==> config.mk <==
export PLATFORM = sky130hd
export DESIGN_NAME = mod_count_sched
export DESIGN_NICKNAME = d
export VERILOG_FILES = /design/src/rtl/mod_count_sched.sv
export SDC_FILE = /design/constraint.sdc
export NUM_CORES = 1
export LEC_CHECK = 0
export BUFFER_PORTS_ARGS = -buffer_cell sky130_fd_sc_hd__buf_4
export CAP_MARGIN = 20
export CORE_UTILIZATION = 51
export CTS_BUF_LIST = sky130_fd_sc_hd__clkbuf_8 sky130_fd_sc_hd__clkbuf_16
export CTS_CLUSTER_SIZE = 12
export DETAILED_ROUTE_END_ITERATION = 8
export PLACE_DENSITY = 0.76
export RECOVER_POWER = 25
export SYNTH_ARGS = -nofsm -noshare
export SYNTH_HDL_FRONTEND = slang
export SYNTH_SLANG_ARGS = --single-unit
export TNS_END_PERCENT = 20
==> constraint.sdc <==
create_clock -name clk -period 2.3 [get_ports clk]
set_input_delay 0.23 -clock clk [delete_from_list [all_inputs] [get_ports clk]]
set_output_delay 0.23 -clock clk [all_outputs]
set_load 0.02 [all_outputs]
==> src/rtl/mod_count_sched.sv <==
// mod_count_sched: modulo-M up-counter run under a three-state controller
// (IDLE/RUN/DONE) with an optional wrap budget and a two-requester,
// round-robin arbitrated load port. All outputs are registered.
module mod_count_sched #(
    parameter int unsigned WIDTH = 4,
    parameter int unsigned WRAPW = 8
) (
    input  logic             clk,
    input  logic             rst,
    input  logic             start,
    input  logic             stop,
    input  logic [WIDTH-1:0] modulus,
    input  logic [WRAPW-1:0] nwraps,
    input  logic [1:0]       req,
    input  logic [WIDTH-1:0] ld0,
    input  logic [WIDTH-1:0] ld1,
    output logic [1:0]       ack,
    output logic [WIDTH-1:0] Q,
    output logic             busy,
    output logic             wrap,
    output logic             done
);

    typedef enum logic [1:0] {S_IDLE, S_RUN, S_DONE} state_t;

    state_t           state_q, state_d;
    logic [WIDTH-1:0] q_q, q_d;
    logic [WIDTH-1:0] m_q, m_d;
    logic [WRAPW-1:0] n_q, n_d;
    logic [WRAPW-1:0] wcnt_q, wcnt_d;
    logic             ptr_q, ptr_d;      // requester favoured on contention
    logic [1:0]       ack_q, ack_d;
    logic             wrap_q, wrap_d;
    logic             busy_q, busy_d;
    logic             done_q, done_d;

    logic [1:0]       grant;
    logic [WIDTH-1:0] ld_win;
    logic [WRAPW-1:0] wcnt_inc;
    logic             wrap_hit;
    logic             finish;

    // Arbitration and wrap detection shared by next-state and output logic
    always_comb begin
        grant = '0;
        if (state_q != S_DONE && !stop) begin
            if (req == 2'b11) grant = ptr_q ? 2'b10 : 2'b01;
            else              grant = req;
        end
        ptr_d = ptr_q;
        if (grant[0])      ptr_d = 1'b1;
        else if (grant[1]) ptr_d = 1'b0;
        ld_win   = grant[1] ? ld1 : ld0;
        // a granted load suppresses the wrap entirely
        wrap_hit = (state_q == S_RUN) && !stop && (grant == '0) && (q_q >= m_q);
        wcnt_inc = (wcnt_q == '1) ? wcnt_q : wcnt_q + WRAPW'(1);
        finish   = wrap_hit && (n_q != '0) && (wcnt_inc == n_q);
    end

    // FSM next-state
    always_comb begin
        state_d = state_q;
        unique case (state_q)
            S_IDLE: if (start && !stop) state_d = S_RUN;
            S_RUN: begin
                if (stop)        state_d = S_IDLE;
                else if (finish) state_d = S_DONE;
            end
            S_DONE: begin
                if (stop)       state_d = S_IDLE;
                else if (start) state_d = S_RUN;
            end
            default: state_d = S_IDLE;
        endcase
    end

    // Datapath and registered-output next values
    always_comb begin
        q_d    = q_q;
        m_d    = m_q;
        n_d    = n_q;
        wcnt_d = wcnt_q;
        wrap_d = 1'b0;
        ack_d  = grant;
        unique case (state_q)
            S_IDLE: begin
                if (start && !stop) begin
                    m_d    = modulus;
                    n_d    = nwraps;
                    wcnt_d = '0;
                    q_d    = '0;
                end
                // a load granted on the start cycle wins over the clear
                if (grant != '0) q_d = ld_win;
            end
            S_RUN: begin
                if (!stop) begin
                    if (grant != '0) begin
                        q_d = ld_win;
                    end else if (wrap_hit) begin
                        q_d    = '0;
                        wrap_d = 1'b1;
                        wcnt_d = wcnt_inc;
                    end else begin
                        q_d = q_q + WIDTH'(1);
                    end
                end
            end
            S_DONE: begin
                if (start && !stop) begin
                    m_d    = modulus;
                    n_d    = nwraps;
                    wcnt_d = '0;
                    q_d    = '0;
                end
            end
            default: ;
        endcase
        busy_d = (state_d == S_RUN);
        done_d = (state_d == S_DONE);
    end

    // FSM state register
    always_ff @(posedge clk or posedge rst) begin
        if (rst) state_q <= S_IDLE;
        else     state_q <= state_d;
    end

    // Datapath and output registers
    always_ff @(posedge clk or posedge rst) begin
        if (rst) begin
            q_q    <= '0;
            m_q    <= '0;
            n_q    <= '0;
            wcnt_q <= '0;
            ptr_q  <= 1'b0;
            ack_q  <= '0;
            wrap_q <= 1'b0;
            busy_q <= 1'b0;
            done_q <= 1'b0;
        end else begin
            q_q    <= q_d;
            m_q    <= m_d;
            n_q    <= n_d;
            wcnt_q <= wcnt_d;
            ptr_q  <= ptr_d;
            ack_q  <= ack_d;
            wrap_q <= wrap_d;
            busy_q <= busy_d;
            done_q <= done_d;
        end
    end

    assign Q    = q_q;
    assign ack  = ack_q;
    assign busy = busy_q;
    assign wrap = wrap_q;
    assign done = done_q;

endmodule

==> flow_metrics.py, run 1 <==
metrics = {
    "status": {
        "outcome": "finished with violations",
        "violations": "max-capacitance violations, max-slew violations",
    },
    "power_and_ir_drop": {
        "p_leak_nw": 1.245,
        "cellPowerDensity_nw_per_um2": 1045,
        "p_seq_share_pct": 33.0,
        "power.share.clock_pct": 19.0,
        "p_comb_share_pct": 48.0,
        "p_sw_share_pct": 41.12,
        "intPower_w": 0.001688,
        "p_sw_w": 0.001179,
        "ir_worst_vdd_mv": 0.6067,
    },
    "layout": {
        "utilization_pct": 66.65,
        "nets": 335,
        "areaGrowthSynthToFinish_pct": 22.66,
        "layout_common_cells": "buf_4, dfrtp_1, nand2_1",
        "antenna_cells": 0,
        "final_common_cell": "buf_4",
        "drive_gt1_share_pct": 28.33,
    },
    "yosys": {
        "synthFlopType": "dfrtp_1",
        "ys_warn_count": 0,
        "syn_nets": 286,
        "synth_top_area_cell": "dfrtp_1",
        "netlist_top_cells_area": "dfrtp_1, ha_1, nand2_1, mux2_2, a21oi_1",
        "synthDistinctLibCells": 64,
        "netlist_area_sq_um": 2236,
        "ys_async_sr_fraction_pct": 100.0,
        "ys_ff_latch": 32,
        "synth_top_area_share_pct": 35.81,
        "synthCells": 250,
        "synth-edff-count": 0,
        "synth_area_per_cell_sq_um": 8.944,
        "synth_seq_area_share_pct": 35.81,
    },
    "place": {
        "port_buffers": 34,
        "dpl.hpwl_microns": 4287,
        "gp_congestion": 0.9870,
    },
    "clocking": {
        "cts_sinks": 32,
        "clk_pin_slew_ns": 0.07,
        "cts-root-buf": "clkbuf_8",
        "cts_tree": "yes",
        "cts_buffers": 5,
        "cts_setup_buffers": 0,
        "clk_latency_ns": 0.29,
        "htreeDepth": 2,
        "cts.path.max_buffers": 2,
    },
    "critical_path": {
        "setup.worst_path.end_class": "flip-flop",
        "crit_required_ns": 2.52,
        "cp-start-kind": "flip-flop",
        "worstSetupPathType": "reg2reg",
        "worstPathMaxFanout": 4,
        "crit_arrival_ns": 2.35,
    },
    "route": {
        "ant_nets": 0,
        "routed_wl_microns": 5689,
        "num_vias": 2087,
        "drc": 0,
        "dr.pass1.iters": 5,
        "wire_per_inst_microns": 16.25,
        "viasPerCell": 5.963,
        "drtIter0Drc": 193,
    },
    "global_route": {
        "antenna_found_initial": 0,
        "grt_pass1_vias": 1914,
        "grt.overflow.total": 0,
        "grt_max_degree": 33,
        "grt_pass1_wl_microns": 9335,
        "track_usage_pct": 27.33,
    },
    "floorplan": {
        "core_area_sq_um": 4115,
        "start_util_pct": 54.33,
        "die_h_microns": 68.21,
        "dieWidth_microns": 68.21,
        "rows": 23,
        "ios": 35,
        "die-area_sq_um": 4653,
    },
    "sta": {
        "tightest_slew_ns": 1.703,
        "finalSetupViolCount": 0,
        "clock_skew_ns": 0.006106,
        "finalCritPeriodShare_pct": 92.45,
        "relSlewSlack_pct": -13.55,
        "max_freq_mhz": 470.3,
        "rsz0062_at_grt": "false",
        "period_needed_ns": 2.126,
        "hold_viol": 0,
        "drv_slew": 33,
        "tns_ns": 0,
    },
    "flow_run": {
        "max_cap_violations": 1,
    },
    "worst_hold_path": {
        "min_path_type": "in2reg",
    },
}
==> stage by stage <==
step | cells | instance area, sq um | setup slack (ns) | total power [W] | hold slack (ns)
after global routing | 350 | 2743 | 0.005371 | 0.003089 | 0.1346
after floorplan | 250 | 2236 | 0.1285 | 0.001815 | 0.3156
after CTS | 350 | 2736 | 0.1368 | 0.002847 | 0.04136
after detailed placement | 342 | 2625 | 0.1648 | 0.002294 | 0.3518
after global placement | 342 | 2625 | 0.1734 | 0.002274 | 0.3471
final | 350 | 2743 | 0.1736 | 0.002867 | 0.1378
==> registers in the layout, indices dropped and copies added (netlist names) <==
signal	flops
Q	4
wcnt_q	8
done	1
state_q	2
busy	1
m_q	4
wrap	1
ptr_q	1
ack	2
n_q	8
==> repair_timing <==
action / CTS / global route
hold buffers: 0 / 0
setup endpoints to repair: 0 / 4
gates resized for setup: 0 / 3
==> per-layer routing <==
| layer | global-route usage, % | part of all wire, % |
|---|---|---|
| met1 | 40.21 | 47 |
| met2 | 39.58 | 46 |
| met3 | 5.167 | 5.7 |
| met4 | 9.115 | 1.3 |
| met5 | 0 | 0 |
==> logic make-up after synthesis <==
family	count (synthesis)	synth area share (%)
AOI/OAI and AO/OA	69	21.99
DFF	32	35.81
buffers and inverters	27	5.540
muxes	12	5.876
xor gates and xnor gates	5	1.959
adders and majority gates	10	5.596
and+or+nand+nor	95	23.22
==> power by group through the flow <==
stage | combinational (W) | clock, W | sequential (W)
6_report | 0.00138 | 0.000546 | 0.000946
5_1_grt | 0.00154 | 0.000573 | 0.000975
4_1_cts | 0.00135 | 0.000554 | 0.000939
3_5_place_dp | 0.00135 | 0 | 0.000949
3_3_place_gp | 0.00133 | 0 | 0.000946
2_1_floorplan | 0.000865 | 0 | 0.000950
==> area by class of cell <==
cell class / count / area (sq um)
Clock inverter: 3 / 42.54
Clock buffer: 5 / 68.82
Fill cell: 340 / 1373
Sequential cell: 32 / 802.0
Multi-Input combinational cell: 191 / 1320
Timing Repair Buffer: 51 / 379.1
Inverter: 18 / 67.56
Tap cell: 50 / 62.56
==> synthesized netlist by cell type (6+ instances only) <==
cell type and count:
a21oi_1 16, a31oi_1 7, dfrtp_1 32, ha_1 10, inv_1 18, mux2_2 8
nand2_1 26, nand2b_1 6, nand3_1 7, nor2_1 19, o21ai_0 15
==> path summary, 6_finish.rpt <==
check | start | endpoint | slack [ns] | depth (start not counted)
max | state_q[1] | done | 0.17 | 8
min | req[1] | ack[0] | 0.14 | 2
max reg2reg | state_q[1] | done | 0.17 | 8
min reg2reg | ptr_q | ack[0] | 0.50 | 1
max in group asynchronous | rst | wcnt_q[3] | 0.66 | 3
min in group asynchronous | rst | n_q[6] | 0.54 | 3
==> critical path, stage by stage, from the launching register on <==
cell	delay (ns)
dfrtp_1	0.42
inv_1	0.12
ha_1	0.17
nand2b_1	0.07
a21oi_1	0.23
o211ai_1	0.20
nand4b_1	0.29
nor4_4	0.33
a32o_1	0.22
Note: power is estimated with default switching activity, not from simulation.
==> inputs of run 2 (changes only) <==
- PLACE_DENSITY: 0.76 -> 0.79
==> run 2 against run 1 <==
The run still ends with max-capacitance violations, max-slew violations left. First-iteration DRC count grew 5.7%. Register-to-register slack worse by 0.04 ns. Cell count shrank 0.29%. Largest cell class unchanged.
==> flow_metrics.py, run 2 (synthesis results as in run 1) <==
metrics = {
    "critical_path": {
        "cp-start-kind": "flip-flop",
        "crit_required_ns": 2.53,
        "worstSetupPathType": "reg2reg",
        "worstPathMaxFanout": 10,
        "setup.worst_path.end_class": "flip-flop",
        "crit_arrival_ns": 2.40,
    },
    "place": {
        "dpl_cell_area_sq_um": 2618,
        "port_buffers": 34,
        "gp_congestion": 0.9782,
        "dpl.hpwl_microns": 4239,
    },
    "clocking": {
        "cts_buffers": 5,
        "cts_tree": "yes",
        "htreeDepth": 2,
        "cts-root-buf": "clkbuf_8",
        "clk_pin_slew_ns": 0.07,
        "cts.path.max_buffers": 2,
        "cts_sinks": 32,
        "clk_latency_ns": 0.29,
    },
    "route": {
        "drc": 0,
        "drtIter0Drc": 204,
        "ant_nets": 0,
        "num_vias": 2122,
        "met3RoutedLength_microns": 338,
        "dr.max_layer_used": "met4",
        "dr.pass1.iters": 4,
        "wire_per_inst_microns": 16.27,
        "routed_wl_microns": 5678,
        "wl_met1_microns": 2570,
        "wl_met2_microns": 2657,
        "viasPerCell": 6.080,
    },
    "power_and_ir_drop": {
        "p_leak_nw": 1.257,
        "cellPowerDensity_nw_per_um2": 1057,
        "ir_worst_vdd_mv": 0.5774,
    },
    "layout": {
        "antenna_cells": 0,
        "areaGrowthSynthToFinish_pct": 23.45,
        "final_common_cell": "buf_4",
        "fillers": 338,
        "nets": 334,
        "reg_top3": "n_q (8), wcnt_q (8)",
        "final_area_sq_um": 2760,
        "layout_common_cells": "buf_4, dfrtp_1, nand2_1",
        "drive_gt1_share_pct": 28.43,
    },
    "floorplan": {
        "die-area_sq_um": 4653,
        "core_area_sq_um": 4115,
        "start_util_pct": 54.33,
        "ios": 35,
        "dieWidth_microns": 68.21,
        "rows": 23,
        "die_h_microns": 68.21,
    },
    "sta": {
        "tns_ns": 0,
        "rsz0062_at_grt": "false",
        "tightest_slew_ns": 1.662,
        "relSlewSlack_pct": -10.78,
        "finalCritPeriodShare_pct": 94.30,
        "finalSetupViolCount": 0,
        "max_freq_mhz": 461.0,
        "drv_slew": 33,
        "period_needed_ns": 2.169,
        "clock_skew_ns": 0.007239,
        "hold_viol": 0,
        "whs_ns": 0.1263,
    },
    "global_route": {
        "grt_max_degree": 33,
        "antenna_found_initial": 0,
        "track_usage_pct": 27.33,
        "grt.overflow.total": 0,
        "grt_pass1_wl_microns": 9294,
        "grt_pass1_vias": 1943,
    },
    "status": {
        "violations": "max-capacitance violations, max-slew violations",
        "outcome": "finished with violations",
    },
    "flow_run": {
        "max_cap_violations": 1,
    },
    "worst_hold_path": {
        "min_path_type": "in2reg",
    },
}
-- run 2: cell types whose count changed in the layout (fill, tap and decap cells not counted), sizes merged --
cell,before,now
buf,49,48
clkbuf,7,9
clkinv,1,0
clkinvlp,1,0
-- run 2: path summary, 6_finish.rpt --
kind	start	to	slack, ns	cells after the start
worst max-delay path	wcnt_q[3]	done	0.13	6
worst min-delay path	req[1]	ack[0]	0.13	2
worst max register to register	wcnt_q[3]	done	0.13	6
worst min register to register	ptr_q	ack[0]	0.51	1
max in group asynchronous	rst	n_q[0]	0.82	3
min in group asynchronous	rst	Q[3]	0.52	3
-- run 2: layout make-up --
cell class                 count  area (sq um)  share of cell area, %
clock buffer                   7         96.34                  3.490
clock inverter                 1         30.03                  1.088
inverter                      18         67.56                  2.448
multi-input combinational    191          1331                  48.23
sequential                    32         800.8                  29.01
tap                           50         62.56                  2.267
timing repair buffer          50         371.6                  13.46
-- run 2: timing repair --
action	in CTS	in global routing
buffers inserted	0	0
hold buffers	0	0
setup endpoints to repair	0	5
resized for setup	0	4
hold endpoints to repair	0	0
-- run 2: critical path: stages (launching register included) --
cell and delay (ns):
dfrtp_1 0.58, nand3_4 0.16, or3_4 0.45, a221oi_2 0.23, o21ai_2 0.11, nor4_4 0.36, a32o_1 0.22
-- run 2: layer usage --
| layer | track usage [%] | up-vias |
|---|---|---|
| li1 | - | 1014 |
| met1 | 38.97 | 1009 |
| met2 | 40.81 | 88 |
| met3 | 3.833 | 11 |
| met4 | 11.72 | 0 |
| met5 | 0 | - |
-- run 2: stage by stage --
stage                     cells  total power [W]  util (%)  worst slack (ns)
final                       349         0.002919     67.07            0.1310
after global routing        349         0.003119     67.07          0.001961
after CTS                   349         0.002885     66.68            0.1228
after detailed placement    341         0.002277     63.61            0.1552
after global placement      341         0.002251     63.61            0.1454
after floorplan             250         0.001815         -            0.1285
-- run 2: power by group --
group	leakage, nW	internal [W]	switching, W
clock	0.0645	0.000382	0.000220
sequential	0.409	0.000743	0.000191
combinational	0.784	0.000618	0.000764
